$ cat src/rtl/lsu_pkg.sv
// lsu_pkg: shared types and helpers for the load/store unit (access sizes, FSM states, byte counts)
package lsu_pkg;
  typedef enum logic [1:0] {SIZE_BYTE, SIZE_HALF, SIZE_WORD, SIZE_RSVD} mem_size_e;
  typedef enum logic [1:0] {IDLE, WRITE, READ, RESP} lsu_state_e;
  function automatic logic [2:0] size_to_bytes(mem_size_e s);
    return s == SIZE_BYTE ? 3'd1 : s == SIZE_HALF ? 3'd2 : s == SIZE_WORD ? 3'd4 : 3'd0;
  endfunction
endpackage

$ cat src/rtl/load_extend.sv
// load_extend: sizes and sign/zero-extends raw load data; ports data[31:0], size[1:0], uns, result[31:0]
module load_extend
  import lsu_pkg::*;
(
  input  logic [31:0] data,
  input  logic [1:0]  size,
  input  logic        uns,
  output logic [31:0] result
);
  always_comb
    result = size == SIZE_BYTE ? {{24{~uns & data[7]}}, data[7:0]} :
             size == SIZE_HALF ? {{16{~uns & data[15]}}, data[15:0]} :
             size == SIZE_WORD ? data : '0;
endmodule

$ cat src/rtl/load_store_unit.sv
// load_store_unit: single-request load/store initiator between execute stage and byte-addressed memory
// Ports: clk, rst (async high); req_valid/req_ready/req_store/req_size/req_unsigned/req_addr/req_wdata;
//   resp_valid/resp_ready/resp_rdata/resp_fault; mem_fetch_addr/mem_write_addr/mem_write_data/
//   mem_bytes_to_write/mem_fetched_data. Parameter READ_LATENCY (0..3).
// Macro LSU_MISALIGN_TRAP_EN: fault misaligned half/word accesses instead of passing them to memory.
module load_store_unit
  import lsu_pkg::*;
#(
  parameter int READ_LATENCY = 1
) (
  input  logic        clk,
  input  logic        rst,
  input  logic        req_valid,
  output logic        req_ready,
  input  logic        req_store,
  input  logic [1:0]  req_size,
  input  logic        req_unsigned,
  input  logic [31:0] req_addr,
  input  logic [31:0] req_wdata,
  output logic        resp_valid,
  input  logic        resp_ready,
  output logic [31:0] resp_rdata,
  output logic        resp_fault,
  output logic [31:0] mem_fetch_addr,
  output logic [31:0] mem_write_addr,
  output logic [31:0] mem_write_data,
  output logic [2:0]  mem_bytes_to_write,
  input  logic [31:0] mem_fetched_data
);
  lsu_state_e state, state_n;
  mem_size_e size_q;
  logic [31:0] rdata_q, ext;
  logic [1:0] cnt;
  logic uns_q, fault_q, accept, bad, capture;
  assign req_ready = state == IDLE;
  assign accept = req_valid & req_ready;
  assign capture = state == READ && cnt == 2'(READ_LATENCY);
`ifdef LSU_MISALIGN_TRAP_EN
  assign bad = req_size == 2'd3 || (req_size == 2'd1 && req_addr[0]) || (req_size == 2'd2 && req_addr[1:0] != 2'd0);
`else
  assign bad = req_size == 2'd3;
`endif
  load_extend u_ext (.data(mem_fetched_data), .size(size_q), .uns(uns_q), .result(ext));
  always_comb begin
    state_n = state;
    mem_bytes_to_write = '0;
    state_n = state == IDLE  ? (!accept ? IDLE : bad ? RESP : req_store ? WRITE : READ) :
              state == WRITE ? RESP :
              state == READ  ? (capture ? RESP : READ) :
              resp_ready ? IDLE : RESP;
    mem_bytes_to_write = state == WRITE ? size_to_bytes(size_q) : 3'd0;
  end
  assign resp_valid = state == RESP;
  assign resp_rdata = resp_valid ? rdata_q : '0;
  assign resp_fault = resp_valid & fault_q;
  // Memory-side address/data registers only move when a request actually uses them.
  always_ff @(posedge clk or posedge rst)
    if (rst) begin
      state <= IDLE;
      size_q <= SIZE_BYTE;
      uns_q <= 1'b0;
      fault_q <= 1'b0;
      rdata_q <= '0;
      cnt <= '0;
      mem_fetch_addr <= '0;
      mem_write_addr <= '0;
      mem_write_data <= '0;
    end else begin
      state <= state_n;
      cnt <= state == READ ? cnt + 2'd1 : 2'd0;
      if (accept) begin
        size_q <= mem_size_e'(req_size);
        uns_q <= req_unsigned;
        fault_q <= bad;
        rdata_q <= '0;
      end
      if (accept && !bad && req_store) begin
        mem_write_addr <= req_addr;
        mem_write_data <= req_wdata;
      end
      if (accept && !bad && !req_store) mem_fetch_addr <= req_addr;
      if (capture) rdata_q <= ext;
    end
endmodule
$ cat config.mk
export PLATFORM = sky130hd
export DESIGN_NAME = load_store_unit
export DESIGN_NICKNAME = d
export VERILOG_FILES = /design/src/rtl/lsu_pkg.sv /design/src/rtl/load_extend.sv /design/src/rtl/load_store_unit.sv
export SDC_FILE = /design/constraint.sdc
export NUM_CORES = 1
export LEC_CHECK = 0
export CORE_MARGIN = 8
export CORE_UTILIZATION = 30
export CTS_BUF_LIST = sky130_fd_sc_hd__clkbuf_8
export DETAILED_ROUTE_END_ITERATION = 16
export SKIP_LAST_GASP = 1
export SYNTH_ARGS = -nofsm -noshare
export SYNTH_HDL_FRONTEND = slang
export SYNTH_SLANG_ARGS = --single-unit
$ cat constraint.sdc
create_clock -name clk -period 10.03 [get_ports clk]
set_input_delay 2.006 -clock clk [delete_from_list [all_inputs] [get_ports clk]]
set_output_delay 2.006 -clock clk [all_outputs]
set_load 0.01 [all_outputs]
==> results.sh <==
export IMPL_root_buffer="clkbuf_8"
export IMPL_drive_gt1_share_pct=22.8
export IMPL_fp_dieW_um=152
export IMPL_rsz0062_at_grt="false"
export IMPL_antenna_found_initial=0
export IMPL_reg2regPathDepth=3
export IMPL_die_h_um=152
export IMPL_maxCapViolations=0
export IMPL_grt_max_degree=78
export IMPL_io_pins=238
export IMPL_cts_max_path_buffers=2
export IMPL_drt_wl_total_um=15900
export IMPL_reg2reg_to="mem_write_data[7]"
export IMPL_arrival_ns=2.62
export IMPL_grt_usage_pct=13.7
export IMPL_cts_tree="done"
export IMPL_final_common_cell="clkdlybuf4s50_1"
export IMPL_cts_resized=0
export IMPL_max_stage_delay_ns=1.14
export IMPL_antenna_left=0
export IMPL_worst_setup_path_type="reg -> out"
export IMPL_crit_chain="nand2b_1 > nor3b_1 > clkdlybuf4s50_1"
export IMPL_vdd_drop_max_uv=121
export IMPL_post_dp_hpwl_um=11500
export IMPL_place_congestion=0.732
export IMPL_r2r_slack_ns=7.16
export IMPL_stdcell_count=870
export IMPL_ys_warn_count=0
export IMPL_gr_total_overflow=0
export IMPL_final_period_utilization_pct=46.1
export IMPL_vias_per_cell=4.61
export IMPL_grt_pass1_vias=4472
export IMPL_startpoint_type="flop"
export IMPL_layout_common_cells="clkdlybuf4s50_1, dfrtp_1, mux2_2"
export IMPL_firstDrtPassIters=4
export IMPL_yosysSeqAreaShare_pct=60.9
export IMPL_routedWlPerCell_um=18.3
export IMPL_rows=50
export IMPL_dieArea_um2=23200
export IMPL_core_area_um2=18500
export IMPL_vias=4008
export IMPL_drc=0
export IMPL_total_leakage_power_nw=3.70
export IMPL_hold_violations=0
export IMPL_num_antenna_cells=0
export IMPL_syn_to_final_growth_pct=51.6
export IMPL_power_mw=2.49
export IMPL_cts_buffers_inserted=17
export IMPL_synth_nets=495
export IMPL_clk_pin_slew_ns=0.07
export IMPL_cts_setup_buffers=0
export IMPL_h_tree_depth=4
export IMPL_hp_start="cnt[0]"
export IMPL_min_path_cells=1
export IMPL_status="complete, no violations"
export IMPL_setup_tns_final_ns=0
export IMPL_dp_cells=838
export IMPL_slew_violations=0
export IMPL_hold_path_class="reg -> reg"
export IMPL_worstHoldEndpoint="cnt[0]"
export IMPL_layout_nets=728
export IMPL_crit_fanout=43
export IMPL_finalSetupViolCount=0
export IMPL_cts_sinks=136
export IMPL_netlist_instances=390
export IMPL_r2r_start="state[1]"
export IMPL_layout_min_cycle_time_ns=4.63
export IMPL_synth_seq_cells=136
export IMPL_drt_iter0_drc=149
export IMPL_max_slew_worst_pin_slew_ns=1.22
export IMPL_grt_pass1_wl_um=25500
export IMPL_powerDensity_nw_per_um2=294
export IMPL_clock_latency_ns=0.44
export IMPL_cts_hold_buffers=0
export IMPL_ys_types=30
export IMPL_synth_area_um2=5580
export IMPL_synth_area_per_cell_um2=14.3
export IMPL_worst_ep_required_time_ns=8.02
export IMPL_port_buffers=237
export IMPL_setup_worst_path_end_class="primary output"
export IMPL_fmax_mhz=216
export IMPL_max_slew_margin_pct=18.5
export IMPL_crit_slowest_cell="dfrtp_1"
export IMPL_initial_core_util_pct=30.3
export IMPL_fin_skew_ns=0.0150
worst max-delay path by stage:
stage | startpoint | cells past startpoint | endpoint | slack [ns]
after floorplan | rst | 1 | cnt[0] | 4.38
after global placement | req_valid | 4 | mem_write_data[26] | 5.68
after detailed placement | req_valid | 4 | mem_write_data[23] | 5.64
after CTS | state[0] | 3 | mem_bytes_to_write[1] | 5.36
after global routing | state[0] | 3 | mem_bytes_to_write[1] | 5.18
final | state[0] | 3 | mem_bytes_to_write[1] | 5.40
state kept, by name, summed over array words and instances (netlist names):
name and cells:
mem_fetch_addr 32, mem_write_data 32, size_q 2, cnt 2, mem_write_addr 32, state 2, fault_q 1, rdata_q 32
uns_q 1
where the power goes:
group / switching, mW / leakage [nW] / internal, mW / total (mW)
combinational: 0.409 / 1.83 / 0.679 / 1.09
sequential: 0.182 / 1.69 / 0.804 / 0.987
clock: 0.224 / 0.182 / 0.193 / 0.417
cell families after synthesis:
group,synth area share (%)
DFF,60.9
muxes,19.5
and+or+nand+nor,9.77
AOI/OAI and AO/OA,6.36
buffers and inverters,3.16
adders and majority gates,0.224
stage by stage:
stage               instance area, um^2  util (%)  worst slack (ns)  hold slack, ns
global placement                   8100      43.9              5.68           0.419
CTS                                8470      45.9              5.36           0.437
global route                       8470      45.9              5.18           0.467
floorplan                          5580         -              4.38           0.409
finish                             8470      45.9              5.40           0.429
detailed placement                 8100      43.9              5.64           0.427
routing by layer:
| metal | track usage [%] | wire (um) | share of wire, % | vias to the layer above |
|---|---|---|---|---|
| met1 | 16.4 | 6860 | 43 | 1974 |
| met4 | 3.72 | 179 | 1.1 | 0 |
| met5 | 0 | 0 | 0 | - |
| met2 | 22.3 | 7640 | 48 | 161 |
| li1 | - | - | - | 1859 |
| met3 | 5.90 | 1220 | 7.7 | 14 |
worst max-delay path, delay by kind of cell (launching register included):
family / cells / cell delay, ns
buffers and inverters: 1 / 0.58
AND/OR/NAND/NOR: 2 / 0.45
flip-flops: 1 / 1.14
cell type report:
cell class	instances	area [um^2]
fillers	1674	9990
flip-flops and latches	136	3400
repair buffers	239	2390
multi-input cells	227	2000
well taps	234	293
clock buffers	20	275
clock inverters	12	90.1
inverters	2	12.5
cell usage after synthesis (all sizes together):
cell type,number,area share [%]
nand2b,19,2.1
a21bo,1,0.18
nor2,5,0.34
a21oi,3,0.27
nor3b,3,0.60
nand3b,1,0.13
mux2,96,19
buf,13,2.2
and3,34,3.8
a22o,32,5.0
nand3,1,0.31
nand2,12,0.81
o22ai,1,0.11
ha,1,0.22
o21ai,1,0.090
dfrtp,136,61
inv,2,0.13
or3b,2,0.31
clkbuf,12,0.81
and2,2,0.22
or2,9,1.0
a211oi,1,0.22
mux2i,1,0.18
a221oi,1,0.47
nor3,1,0.090
Power figures use the tool's default switching activity.
